## config.mk

```make
export PLATFORM = sky130hd
export DESIGN_NAME = issue_stage
export DESIGN_NICKNAME = d
export VERILOG_FILES = /design/src/rtl/issue_stage_pkg.sv /design/src/rtl/issue_stage_operand_fwd.sv /design/src/rtl/issue_stage.sv
export SDC_FILE = /design/constraint.sdc
export NUM_CORES = 1
export LEC_CHECK = 0
export BUFFER_PORTS_ARGS = -buffer_cell sky130_fd_sc_hd__buf_2
export CORE_AREA = 3 3 102 104
export DETAILED_ROUTE_END_ITERATION = 6
export DIE_AREA = 0 0 105 107
export MAX_ROUTING_LAYER = met4
export PLACE_DENSITY = 0.75
export SLEW_MARGIN = 20
export SYNTH_ARGS = -nofsm -noshare
export SYNTH_HDL_FRONTEND = slang
export SYNTH_SLANG_ARGS = --single-unit
```

## constraint.sdc

```tcl
create_clock -name clk -period 2.9 [get_ports clk]
set_input_delay 0.58 -clock clk [delete_from_list [all_inputs] [get_ports clk]]
set_output_delay 0.58 -clock clk [all_outputs]
set_load 0.01 [all_outputs]
```

## src/rtl/issue_stage_pkg.sv

```systemverilog
// Shared opcode map, instruction decode table and state type for the issue stage.
// Latency: n/a (types, constants and a pure decode function).
// Backpressure: n/a.
package issue_stage_pkg;

    localparam int DATA_W  = 16;
    localparam int RADDR_W = 3;
    localparam int OP_W    = 5;

    localparam logic [OP_W-1:0] OP_NOP   = 5'b00000;
    localparam logic [OP_W-1:0] OP_HALT  = 5'b00001;
    localparam logic [OP_W-1:0] OP_LOAD  = 5'b00010;
    localparam logic [OP_W-1:0] OP_STORE = 5'b00011;
    localparam logic [OP_W-1:0] OP_SLL   = 5'b00100;
    localparam logic [OP_W-1:0] OP_MOV   = 5'b00101;
    localparam logic [OP_W-1:0] OP_SRL   = 5'b00110;
    localparam logic [OP_W-1:0] OP_SRA   = 5'b00111;
    localparam logic [OP_W-1:0] OP_ADD   = 5'b01000;
    localparam logic [OP_W-1:0] OP_ADDI  = 5'b01001;
    localparam logic [OP_W-1:0] OP_SUB   = 5'b01010;
    localparam logic [OP_W-1:0] OP_SUBI  = 5'b01011;
    localparam logic [OP_W-1:0] OP_CMP   = 5'b01100;
    localparam logic [OP_W-1:0] OP_AND   = 5'b01101;
    localparam logic [OP_W-1:0] OP_OR    = 5'b01110;
    localparam logic [OP_W-1:0] OP_XOR   = 5'b01111;
    localparam logic [OP_W-1:0] OP_LDIH  = 5'b10000;
    localparam logic [OP_W-1:0] OP_ADDC  = 5'b10001;
    localparam logic [OP_W-1:0] OP_SUBC  = 5'b10010;
    localparam logic [OP_W-1:0] OP_ADDRI = 5'b10011;
    localparam logic [OP_W-1:0] OP_SUBRI = 5'b10100;
    localparam logic [OP_W-1:0] OP_NOT   = 5'b10101;
    localparam logic [OP_W-1:0] OP_MOVR  = 5'b10110;
    localparam logic [OP_W-1:0] OP_ROR   = 5'b10111;
    localparam logic [OP_W-1:0] OP_JUMP  = 5'b11000;
    localparam logic [OP_W-1:0] OP_JMPR  = 5'b11001;
    localparam logic [OP_W-1:0] OP_BZ    = 5'b11010;
    localparam logic [OP_W-1:0] OP_BNZ   = 5'b11011;
    localparam logic [OP_W-1:0] OP_BN    = 5'b11100;
    localparam logic [OP_W-1:0] OP_BNN   = 5'b11101;
    localparam logic [OP_W-1:0] OP_BC    = 5'b11110;
    localparam logic [OP_W-1:0] OP_BNC   = 5'b11111;

    typedef enum logic {ST_RUN, ST_HALTED} state_e;

    // Source of operand 2.
    typedef enum logic [2:0] {
        O2_ZERO, O2_RB, O2_VAL3, O2_IMM8, O2_IMM8_HI
    } op2_sel_e;

    // Decoded view of one instruction. Port A feeds oper1, port B feeds
    // oper2 (register forms) or store_data (STORE).
    typedef struct packed {
        logic [OP_W-1:0] op;
        logic            use_a;
        logic            a_is_r1;
        logic            use_b;
        logic            b_is_r1;
        op2_sel_e        op2_sel;
        logic            is_store;
        logic            wen;
    } dec_t;

    function automatic dec_t decode(input logic [OP_W-1:0] op);
        dec_t d;
        d = '{op: OP_NOP, op2_sel: O2_ZERO, default: '0};
        case (op)
            OP_ADD, OP_SUB, OP_ADDC, OP_SUBC, OP_AND, OP_OR, OP_XOR, OP_CMP: begin
                d.op = op; d.use_a = 1'b1; d.use_b = 1'b1; d.op2_sel = O2_RB;
                d.wen = (op != OP_CMP);
            end
            OP_NOT, OP_MOVR: begin
                d.op = op; d.use_a = 1'b1; d.wen = 1'b1;
            end
            OP_SLL, OP_SRL, OP_SRA, OP_ROR, OP_LOAD: begin
                d.op = op; d.use_a = 1'b1; d.op2_sel = O2_VAL3; d.wen = 1'b1;
            end
            OP_ADDI, OP_SUBI, OP_ADDRI, OP_SUBRI: begin
                d.op = op; d.use_a = 1'b1; d.a_is_r1 = 1'b1; d.op2_sel = O2_IMM8; d.wen = 1'b1;
            end
            OP_LDIH: begin
                d.op = op; d.use_a = 1'b1; d.a_is_r1 = 1'b1; d.op2_sel = O2_IMM8_HI; d.wen = 1'b1;
            end
            OP_MOV: begin
                d.op = op; d.op2_sel = O2_IMM8; d.wen = 1'b1;
            end
            OP_STORE: begin
                d.op = op; d.use_a = 1'b1; d.use_b = 1'b1; d.b_is_r1 = 1'b1;
                d.op2_sel = O2_VAL3; d.is_store = 1'b1;
            end
            OP_JUMP: begin
                d.op = op; d.op2_sel = O2_IMM8;
            end
            OP_JMPR, OP_BZ, OP_BNZ, OP_BN, OP_BNN, OP_BC, OP_BNC: begin
                d.op = op; d.use_a = 1'b1; d.a_is_r1 = 1'b1; d.op2_sel = O2_IMM8;
            end
            OP_HALT: d.op = OP_HALT;
            default: d.op = OP_NOP;
        endcase
        return d;
    endfunction

endpackage

```

## src/rtl/issue_stage_operand_fwd.sv

```systemverilog
// Per-operand bypass mux: EX > MEM > WB > register file, matched on read address.
// Latency: purely combinational.
// Backpressure: none; ports raddr_i, ex/mem/wb wen/waddr/wdata, rf_rdata_i in, data_o out.
module issue_stage_operand_fwd
    import issue_stage_pkg::*;
(
    input  logic [RADDR_W-1:0] raddr_i,
    input  logic               ex_wen_i,
    input  logic [RADDR_W-1:0] ex_waddr_i,
    input  logic [DATA_W-1:0]  ex_wdata_i,
    input  logic               mem_wen_i,
    input  logic [RADDR_W-1:0] mem_waddr_i,
    input  logic [DATA_W-1:0]  mem_wdata_i,
    input  logic               wb_wen_i,
    input  logic [RADDR_W-1:0] wb_waddr_i,
    input  logic [DATA_W-1:0]  wb_wdata_i,
    input  logic [DATA_W-1:0]  rf_rdata_i,
    output logic [DATA_W-1:0]  data_o
);

    always_comb begin
        data_o = rf_rdata_i;
        if (ex_wen_i && (ex_waddr_i == raddr_i)) begin
            data_o = ex_wdata_i;
        end else if (mem_wen_i && (mem_waddr_i == raddr_i)) begin
            data_o = mem_wdata_i;
        end else if (wb_wen_i && (wb_waddr_i == raddr_i)) begin
            data_o = wb_wdata_i;
        end
    end

endmodule

```

## src/rtl/issue_stage.sv

```systemverilog
// Decode/issue stage: decodes fetch instr, reads RF with EX/MEM/WB bypass, registers ALU operands.
// Latency: 1 cycle from acceptance to oper_code/oper1/oper2/store_data/dest/reg_wen.
// Backpressure: instr_ready drops for a load-use stall and while halted; flush forces ready and a bubble.
module issue_stage
    import issue_stage_pkg::*;
(
    input  logic               clk,
    input  logic               rst_n,
    input  logic               instr_valid,
    input  logic [15:0]        instr,
    output logic               instr_ready,
    output logic [RADDR_W-1:0] rf_raddr_a,
    output logic [RADDR_W-1:0] rf_raddr_b,
    input  logic [DATA_W-1:0]  rf_rdata_a,
    input  logic [DATA_W-1:0]  rf_rdata_b,
    input  logic [DATA_W-1:0]  alu_result,
    input  logic               mem_wen,
    input  logic [RADDR_W-1:0] mem_waddr,
    input  logic [DATA_W-1:0]  mem_wdata,
    input  logic               wb_wen,
    input  logic [RADDR_W-1:0] wb_waddr,
    input  logic [DATA_W-1:0]  wb_wdata,
    input  logic               flush,
    input  logic               restart,
    output logic [OP_W-1:0]    oper_code,
    output logic [DATA_W-1:0]  oper1,
    output logic [DATA_W-1:0]  oper2,
    output logic [DATA_W-1:0]  store_data,
    output logic [RADDR_W-1:0] dest,
    output logic               reg_wen,
    output logic               halted
);

    state_e               state_q, state_d;
    logic [OP_W-1:0]      op_q, op_d;
    logic [DATA_W-1:0]    oper1_q, oper1_d, oper2_q, oper2_d, sdata_q, sdata_d;
    logic [RADDR_W-1:0]   dest_q, dest_d;
    logic                 wen_q, wen_d;

    dec_t                 dec;
    logic [RADDR_W-1:0]   f_r1, f_r2, f_r3;
    logic [3:0]           f_val3;
    logic [7:0]           f_imm8;
    logic [DATA_W-1:0]    fwd_a, fwd_b;
    logic                 ex_fwd_en, hazard, issue;

    assign dec    = decode(instr[15:11]);
    assign f_r1   = instr[10:8];
    assign f_r2   = instr[6:4];
    assign f_r3   = instr[2:0];
    assign f_val3 = instr[3:0];
    assign f_imm8 = instr[7:0];

    assign rf_raddr_a = dec.a_is_r1 ? f_r1 : f_r2;
    assign rf_raddr_b = dec.b_is_r1 ? f_r1 : f_r3;

    // A LOAD in EX has no result yet, so it must not bypass; the stall covers it.
    assign ex_fwd_en = wen_q && (op_q != OP_LOAD);

    assign hazard = instr_valid && (op_q == OP_LOAD) &&
                    ((dec.use_a && (dest_q == rf_raddr_a)) ||
                     (dec.use_b && (dest_q == rf_raddr_b)));

    issue_stage_operand_fwd u_fwd_a (
        .raddr_i     (rf_raddr_a),
        .ex_wen_i    (ex_fwd_en),
        .ex_waddr_i  (dest_q),
        .ex_wdata_i  (alu_result),
        .mem_wen_i   (mem_wen),
        .mem_waddr_i (mem_waddr),
        .mem_wdata_i (mem_wdata),
        .wb_wen_i    (wb_wen),
        .wb_waddr_i  (wb_waddr),
        .wb_wdata_i  (wb_wdata),
        .rf_rdata_i  (rf_rdata_a),
        .data_o      (fwd_a)
    );

    issue_stage_operand_fwd u_fwd_b (
        .raddr_i     (rf_raddr_b),
        .ex_wen_i    (ex_fwd_en),
        .ex_waddr_i  (dest_q),
        .ex_wdata_i  (alu_result),
        .mem_wen_i   (mem_wen),
        .mem_waddr_i (mem_waddr),
        .mem_wdata_i (mem_wdata),
        .wb_wen_i    (wb_wen),
        .wb_waddr_i  (wb_waddr),
        .wb_wdata_i  (wb_wdata),
        .rf_rdata_i  (rf_rdata_b),
        .data_o      (fwd_b)
    );

    // Control: flush dominates everything (including HALTED and a stall).
    always_comb begin
        state_d     = state_q;
        instr_ready = 1'b0;
        issue       = 1'b0;
        if (flush) begin
            instr_ready = 1'b1;
            state_d     = ST_RUN;
        end else if (state_q == ST_HALTED) begin
            if (restart) state_d = ST_RUN;
        end else begin
            instr_ready = !hazard;
            if (instr_valid && !hazard) begin
                issue = 1'b1;
                if (dec.op == OP_HALT) state_d = ST_HALTED;
            end
        end
    end

    // Next output registers; anything not issued becomes a NOP bubble.
    always_comb begin
        op_d    = OP_NOP;
        oper1_d = '0;
        oper2_d = '0;
        sdata_d = '0;
        dest_d  = '0;
        wen_d   = 1'b0;
        if (issue) begin
            op_d    = dec.op;
            oper1_d = dec.use_a ? fwd_a : '0;
            sdata_d = dec.is_store ? fwd_b : '0;
            dest_d  = dec.wen ? f_r1 : '0;
            wen_d   = dec.wen;
            case (dec.op2_sel)
                O2_RB:      oper2_d = fwd_b;
                O2_VAL3:    oper2_d = {12'h000, f_val3};
                O2_IMM8:    oper2_d = {8'h00, f_imm8};
                O2_IMM8_HI: oper2_d = {f_imm8, 8'h00};
                default:    oper2_d = '0;
            endcase
        end
    end

    always_ff @(posedge clk or negedge rst_n) begin
        if (!rst_n) begin
            state_q <= ST_RUN;
            op_q    <= OP_NOP;
            oper1_q <= '0;
            oper2_q <= '0;
            sdata_q <= '0;
            dest_q  <= '0;
            wen_q   <= 1'b0;
        end else begin
            state_q <= state_d;
            op_q    <= op_d;
            oper1_q <= oper1_d;
            oper2_q <= oper2_d;
            sdata_q <= sdata_d;
            dest_q  <= dest_d;
            wen_q   <= wen_d;
        end
    end

    assign oper_code  = op_q;
    assign oper1      = oper1_q;
    assign oper2      = oper2_q;
    assign store_data = sdata_q;
    assign dest       = dest_q;
    assign reg_wen    = wen_q;
    assign halted     = (state_q == ST_HALTED);

endmodule
```

; ---- After elaboration in Yosys (flattened, before gate mapping)
; Index checks and enable logic that the tools add are counted.
[word_totals]
register_bits = 58
input_bits = 109
[op_classes]
eq_ne = 45
n_mux = 35
n_reduce_logical = 22
[ops]
columns = op, n
row1 = $mux 16, 11
row2 = $eq 5x5->1 const B, 16
row3 = $pmux 16 s4, 1
row4 = $eq 5x4->1 const B, 8
row5 = $reduce_or 30->1, 1
row6 = $reduce_or 28->1, 1
row7 = $reduce_or 13->1, 2
row8 = $eq 5x3->1 const B, 4
row9 = $eq 3x3->1, 6
row10 = $eq 5x2->1 const B, 3
row11 = $mux 1, 15
row12 = $logic_and 1x1->1, 12
row13 = $mux 3, 4
row14 = $pmux 3 s4, 1
row15 = $reduce_or 12->1, 1
row16 = $eq 5x1->1 const B, 2
row17 = $pmux 5 s2, 1
row18 = $reduce_or 9->1, 1
row19 = $reduce_or 8->1, 1
row20 = $eq 3x2->1 const B, 2
row21 = $reduce_or 6->1, 1
row22 = $mux 5, 1
row23 = $ne 5x2->1 const B, 1
row24 = $ne 5x4->1 const B, 1
row25 = 5 further kinds, 5

; ---- Depth between registers and ports, before layout
; Gate-level depths: netlist of run 1.
[depth]
word_depth = 14
ltp_mapped = 12
mapped_depth_nobuf = 8

; ---- By module
; Synthesis of run 1 repeated with hierarchy kept, for this count alone.
[unflattened]
hier_cells = 485
hier_area_um2 = 4404.2
[by_module_without_submodules]
columns = mod, n_inst, cells_per_inst, area_per_inst_um2, seq_area_each_um2
row1 = issue_stage, 1, 273, 2762.6, 1451.4
row2 = issue_stage_operand_fwd, 2, 106, 820.8, 0.0

; ---- Worst setup path before layout of run 1
; Ideal clock, no wire load.
[synth_path]
path_type = input -> output
start = input instr[15]
end = output instr_ready
t_arrival_ns = 2.664
t_required_ns = 2.320
setup_slack_ns = -0.344
stages = 9
path_cell_list = buf_2 > and3_1 > nand2b_1 > o31ai_1 > nand2_1 > xor2_1 > o41a_1 > nor3b_1 > o21bai_1
[synth_between]
elab_chain_cells = 11
word_cells_on_any_way = 46
cone_classes = 30 x eq/ne / 8 x mux / 8 x reduce/logical
[synth_lines]
columns = element, line_no
row1 = start: declaration, issue_stage.sv:10  ; input logic [15:0] instr,
row2 = $eq 5x5->1 / $eq 5x4->1 (equally long branches), issue_stage_pkg.sv:66  ; case (op)
row3 = $reduce_or 12->1 (no source line) (*), --
row4 = $mux 1 (*), issue_stage_pkg.sv:66
row5 = $mux 3 (*), issue_stage.sv:54  ; assign rf_raddr_a = dec.a_is_r1 ? f_r1 : f_r2;
row6 = net rf_raddr_a[2], issue_stage.sv:12  ; output logic [RADDR_W-1:0] rf_raddr_a,
row7 = $eq 3x3->1 (*), issue_stage.sv:61  ; ((dec.use_a && (dest_q == rf_raddr_a)) ||
row8 = $logic_and 1x1->1 (*), issue_stage.sv:61
row9 = $logic_or 1x1->1 (*), issue_stage.sv:61
row10 = $logic_and 1x1->1 (*), issue_stage.sv:60  ; assign hazard = instr_valid && (op_q == OP_LOAD) &&
row11 = $logic_not 1->1 (*), issue_stage.sv:105  ; instr_ready = !hazard;
row12 = $mux 1 (*), issue_stage.sv:102  ; end else if (state_q == ST_HALTED) begin
row13 = $mux 1 (*), issue_stage.sv:99  ; if (flush) begin
row14 = end: declaration, issue_stage.sv:11  ; output logic instr_ready,
; Mark *: on every way through the listed nets, which the timed path passes. The rest lies on a longest branch.

; ---- Worst setup path in the final report of run 1
[layout_path]
start = input instr[15]
end = output instr_ready
[layout_between]
elab_chain_cells = 11
word_cells_on_any_way = 46
cone_classes = 30 x eq/ne / 8 x mux / 8 x reduce/logical
[layout_lines]
columns = element, line_no
row1 = $eq 5x5->1 / $eq 5x4->1 (equally long branches), issue_stage_pkg.sv:66
row2 = $reduce_or 12->1 (no source line), --
row3 = $mux 1, issue_stage_pkg.sv:66
row4 = $mux 3, issue_stage.sv:54
row5 = $eq 3x3->1, issue_stage.sv:61
row6 = $logic_and 1x1->1, issue_stage.sv:61
row7 = $logic_or 1x1->1 (*), issue_stage.sv:61
row8 = $logic_and 1x1->1 (*), issue_stage.sv:60
row9 = $logic_not 1->1 (*), issue_stage.sv:105
row10 = $mux 1 (*), issue_stage.sv:102
row11 = $mux 1 (*), issue_stage.sv:99
; Mark *: on every way between the ends. The rest lies on a longest branch, timed or not.

==> flow_summary.yaml, run 1 <==
timing:
  setup_ws_ns: -0.2874
  max_freq_mhz: 313.7
  tns_ns: -0.3215
  drv_slew: 0
  period_share: 1.099
  grt_setup_unrepaired: "true"
  tightest_slew_ns: 0.6316
  setup_viol: 5
  final.min_clock_period_ns: 3.187
  finalClockSkew_ns: 0.01314
  slew_headroom: 0.5789
  hold_viol_final: 0
logic_synthesis:
  synth-simple-area-share: 0.3004
  synth_nets: 606
  async_reset_ff_frac: 1.000
  post_synth_num_cell_types: 56
  synth_top_area_frac: 0.3502
  yosys.area.top_type: "dfrtp_1"
  synth_enable_flop_cells: 0
  synthMuxAreaShare: 0.008152
  synth_area_leaders: "dfrtp_1 (35%), nand2_1 (5.5%), a21oi_1 (5.3%)"
  synth_top_family_by_area: "simple AND/OR/NAND/NOR gates"
  ys_seq_elements: 58
  synth-adder-area-share: 0
  synth_compound_area_frac: 0.2630
  synth-xor-area-share: 0.02114
  synth_area_um2: 4144
  yosys_warnings: 0
  synth_flop_cell: "dfrtp_1"
  ys_seq_area_frac: 0.3502
  syn_avg_cell_area_um2: 8.338
  syn_inst: 497
worst_hold_path:
  hp-class: "input pin to async pin"
cts:
  htree_levels: 3
  clock_sinks: 58
  ctsHoldBuffers: 0
  cts_tree: "yes"
  cts_root_buffer: "clkbuf_8"
  cts.clk_slew.worst_paths_ns: 0.08
  clkLatencyLatePin_ns: 0.35
  numCtsBuffers: 9
  clock_path_buffers: 2
critical_path:
  path_cells: "buf_12 -> or4b_4 -> o21ai_4 -> and2_4 -> xor2_1 -> nand4_1 -> o41a_1 -> nor3b_2 -> o21bai_1 -> buf_2"
  cp_slowest_cell: "or4b_4"
  path_buf_inv: 2
  cp_max_fo: 6
  end_kind: "primary output"
  startpoint_type: "input pin"
  worst_ep_arrival_time_ns: 2.61
  path_delay_family: "simple AND/OR/NAND/NOR gates"
  path_class: "input pin to primary output"
  max_stage_delay_ns: 0.58
  cp.required_ns: 2.32
floorplanning:
  die_area_um2: 11240
  ios: 174
  initial_core_util: 0.4299
  rows: 36
  die_h_um: 107
  die-width_um: 105
  core_area_um2: 9639
placement:
  place_congestion: 0.9647
  port_buffers: 173
  dp.cells: 825
  hpwl_um: 13180
  dp_slack_ns: -0.3592
run_status:
  violations: "setup timing"
  status: "finished, violations left"
final_layout:
  drive_gt1_frac: 0.4664
  n_fill_cell: 830
  final_cell_mix: "buf_2 (168), buf_4 (68), nand2_1 (58), dfrtp_1 (58)"
  stdcell_count: 862
  area_delta_synth_final_pct: 52.45
  final_common_cell: "buf_2"
  diodes: 0
  nets: 833
power:
  vdd.ir_drop.worst_mv: 0.1884
  p_leak_nw: 3.007
  cellPowerDensity_nw_per_um2: 385.2
detailed_routing:
  antenna_left: 0
  drc_errors: 0
  via_count: 5107
  viasPerCell: 5.925
  avgRoutedWirePerCell_um: 19.88
  drt_iter0_drc: 404
  first_pass_iters: 6
  wl_um: 17140
grt:
  grt_pass1_wl_um: 25970
  grt_pass1_vias: 4779
  grt-ovfl-total: 0
  grt_util_all_layers: 0.3029
  antenna_found_initial: 0
  grt_max_degree: 33
job:
  drv_cap: 0
final timing paths:
check / from / slack, ns / endpoint / cells past startpoint
max: instr[15] / -0.29 / instr_ready / 10
min: rst_n / 0.24 / oper1[2]$_DFF_PN0_ / 1
max reg2reg: oper_code[3]$_DFF_PN0_ / 0.35 / oper2[3]$_DFF_PN0_ / 7
min reg2reg: halted$_DFF_PN0_ / 0.62 / halted$_DFF_PN0_ / 2
max in group asynchronous: rst_n / 1.97 / oper1[6]$_DFF_PN0_ / 2
min in group clk: flush / 0.41 / halted$_DFF_PN0_ / 2
where the power goes:
part           internal (mW)  switching [mW]
clock network          0.395           0.373
registers              0.836          0.0113
logic                  0.374           0.444
total                   1.61           0.828
cells in the mapped netlist, types with 4 or more instances:
| cell type | number |
|---|---|
| a32oi_1 | 16 |
| o31a_1 | 16 |
| nand2_1 | 61 |
| a21boi_0 | 16 |
| and3_1 | 28 |
| or4_1 | 19 |
| xnor2_1 | 4 |
| clkbuf_1 | 25 |
| inv_1 | 11 |
| buf_2 | 12 |
| dfrtp_1 | 58 |
| nor3_1 | 35 |
| o311ai_0 | 15 |
| xor2_1 | 6 |
| nand3_1 | 9 |
| nand3b_1 | 18 |
| a211oi_1 | 17 |
| nor2_1 | 34 |
| a21oi_1 | 44 |
worst reg2reg max path, stage by stage, from the launching register on:
cell	delay [ns]
dfrtp_1	0.37
nand2b_1	0.13
or4_1	0.55
nand2_1	0.22
and4b_2	0.30
buf_4	0.17
or4_1	0.56
a21oi_2	0.16
sequential cells by signal (all words and copies together) (netlist names):
signal / cells
store_data: 16
oper2: 16
halted: 1
oper1: 16
oper_code: 5
dest: 3
reg_wen: 1
metal layers:
layer  track usage  vias up  share of wire
li1              -     2323              -
met1        0.4220     2393           0.42
met2        0.4505      346           0.45
met3       0.05840       45           0.10
met4       0.08810        0          0.031
met5             -        -              0
layout make-up:
cell class                 count  area [µm²]  area share
timing repair buffer         259        1715      0.2715
inverter                      11       46.29    0.007328
clock buffer                   9       123.9     0.01961
sequential                    58        1451      0.2297
clock inverter                 7       68.82     0.01089
tap                          133       166.4     0.02634
multi-input combinational    385        2745      0.4345
cell families (layout without fill, tap and decap cells):
group,count (synthesis),count (layout)
buf+inv,54,286
xor+xnor,10,10
flops,58,58
mux,2,2
simple gates,225,225
compound gates,148,148
per-stage QoR:
stage                     utilization  power [mW]  hold slack [ns]  instance area (µm²)
after CTS                      0.6316       2.381           0.2634                 6088
after global placement         0.5901       1.564           0.5912                 5688
after floorplan                     -       1.234           0.2844                 4295
after detailed placement       0.5901       1.572           0.6166                 5688
final                          0.6554       2.433           0.2442                 6317
after global routing           0.6554       2.539           0.2813                 6317
timing repair:
action                     4_1_cts  5_1_grt
buffers inserted                15       10
resized for setup               23       34
cloned                           0        1
pin swaps                       11       18
setup endpoints to repair        1       27
No activity file was read; power rests on OpenSTA's default activity.
==> run 2: changes to the inputs <==
--- a/config.mk
+++ b/config.mk
@@ -6,11 +6,11 @@
 export NUM_CORES = 1
 export LEC_CHECK = 0
 export BUFFER_PORTS_ARGS = -buffer_cell sky130_fd_sc_hd__buf_2
-export CORE_AREA = 3 3 102 104
+export CORE_AREA = 3 3 93 95
 export DETAILED_ROUTE_END_ITERATION = 6
-export DIE_AREA = 0 0 105 107
+export DIE_AREA = 0 0 96 98
 export MAX_ROUTING_LAYER = met4
-export PLACE_DENSITY = 0.75
+export PLACE_DENSITY = 0.85
 export SLEW_MARGIN = 20
 export SYNTH_ARGS = -nofsm -noshare
 export SYNTH_HDL_FRONTEND = slang
==> constraint.sdc (replaced) <==
create_clock -name clk -period 4 [get_ports clk]
set_input_delay 0.8 -clock clk [delete_from_list [all_inputs] [get_ports clk]]
set_output_delay 0.8 -clock clk [all_outputs]
set_load 0.01 [all_outputs]
==> flow_summary.yaml, run 2 (synthesis gave the netlist of run 1 again) <==
job:
  drv_cap: 0
timing:
  drv_slew: 0
  tns_ns: 0
  grt_setup_unrepaired: "false"
  tightest_slew_ns: 0.9714
  max_freq_mhz: 260.7
  setup_viol: 0
  slew_headroom: 0.3524
  period_share: 0.9591
  finalClockSkew_ns: 0.01267
  hold_viol_final: 0
  final.min_clock_period_ns: 3.836
grt:
  grt_max_degree: 65
  grtUsageMet2: 0.4711
  grt_pass1_vias: 4370
  grtUsageMet3: 0.05855
  grt_pass1_wl_um: 24170
  antenna_found_initial: 0
  grt-ovfl-total: 0
  met1_usage: 0.5122
  grt-busiest-layer: "met1"
  grt_util_all_layers: 0.3432
floorplanning:
  rows: 32
  die-width_um: 96
  core_area_um2: 7807
  die_area_um2: 9408
  die_h_um: 98
  ios: 174
  initial_core_util: 0.5308
final_layout:
  seqCellArea_um2: 1451
  final_common_cell: "buf_2"
  final_cell_mix: "buf_2 (170), nand2_1 (61), dfrtp_1 (58)"
  nets: 765
  area_delta_synth_final_pct: 29.95
  multi_input_area_um2: 2506
  diodes: 0
  drive_gt1_frac: 0.3495
  n_fill_cell: 666
critical_path:
  rr_startpoint: "oper_code[3]$_DFF_PN0_"
  path_class: "input pin to primary output"
  r2r_end: "oper2[13]$_DFF_PN0_"
  cp_max_fo: 16
  cp.required_ns: 3.20
  end_kind: "primary output"
  reg2regPathDepth: 7
  worst_ep_arrival_time_ns: 3.04
  startpoint_type: "input pin"
  r2r_setup_slack_ns: 1.48
cts:
  htree_levels: 3
  clock_path_buffers: 2
  cts.clk_slew.worst_paths_ns: 0.08
  clkLatencyLatePin_ns: 0.34
  cts_root_buffer: "clkbuf_8"
  numCtsBuffers: 9
  cts_tree: "yes"
  ctsHoldBuffers: 0
  clock_sinks: 58
  post_cts_buffers: 0
power:
  p_leak_nw: 2.577
  vdd.ir_drop.worst_mv: 0.1712
  total_power_mw: 1.706
  cellPowerDensity_nw_per_um2: 316.7
detailed_routing:
  via_count: 4824
  antenna_left: 0
  drc_errors: 0
  avgRoutedWirePerCell_um: 20.49
  wl_um: 15630
  viasPerCell: 6.322
  drt_iter0_drc: 545
  first_pass_iters: 7
run_status:
  status: "finished clean"
placement:
  place_congestion: 1.048
  port_buffers: 173
  hpwl_um: 12010
worst_hold_path:
  hp-class: "input pin to async pin"
-- run 2: cell types whose count changed in the layout (fill, tap and decap cells not counted), sizes merged --
cell and delta:
buf -70, clkbuf +2, bufinv +1, clkinv -1
-- run 2: metal layers --
layer | share of wire | routed length [µm] | vias to the layer above
li1 | - | - | 2197
met4 | 0.026 | 402 | 0
met3 | 0.12 | 1869 | 40
met5 | 0 | 0 | -
met2 | 0.44 | 6919 | 380
met1 | 0.41 | 6441 | 2207
-- run 2: through the flow --
step | cells | util | worst slack (ns) | hold WS (ns) | instance area, µm²
finish | 763 | 0.6897 | 0.1637 | 0.5993 | 5385
global route | 763 | 0.6897 | 0.01106 | 0.6361 | 5385
CTS | 763 | 0.6825 | 0.1729 | 0.6225 | 5329
detailed placement | 747 | 0.6537 | 0.2073 | 0.6211 | 5104
global placement | 747 | 0.6537 | 0.1792 | 0.5947 | 5104
floorplan | 497 | - | 0.3159 | 0.5044 | 4144
-- run 2: area by class of cell --
cell class / count / area share
Clock buffer: 9 / 0.02300
Tap cell: 102 / 0.02370
Sequential cell: 58 / 0.2695
Inverter: 11 / 0.007667
Clock inverter: 7 / 0.01882
Multi-Input combinational cell: 385 / 0.4654
Timing Repair Buffer: 191 / 0.1919
-- run 2: what timing repair did --
item / CTS / global route
setup endpoints to repair: 0 / 1
hold endpoints to repair: 0 / 0
gates resized for setup: 0 / 11
-- run 2: how the worst max path moves through the flow --
stage / slack, ns / cells past startpoint / end / from
CTS: 0.17 / 10 / instr_ready / instr[11]
global placement: 0.18 / 10 / instr_ready / instr[14]
finish: 0.16 / 10 / instr_ready / instr[14]
floorplan: 0.32 / 9 / instr_ready / instr[15]
global route: 0.01 / 10 / instr_ready / instr[14]
detailed placement: 0.21 / 10 / instr_ready / instr[11]
-- run 2: power by group --
group          switching [mW]  total (mW)  internal [mW]
combinational           0.282       0.461          0.179
clock                   0.275       0.630          0.355
sequential            0.00847       0.615          0.606
total                   0.565        1.71           1.14
-- run 2: critical path: stages --
cell and delay (ns):
clkbuf_4 0.20, or4b_1 0.58, o21ai_1 0.20, and2_1 0.27
xor2_1 0.22, nand4_1 0.12, o41a_1 0.19, nor3b_1 0.24
o21bai_1 0.08, buf_2 0.13
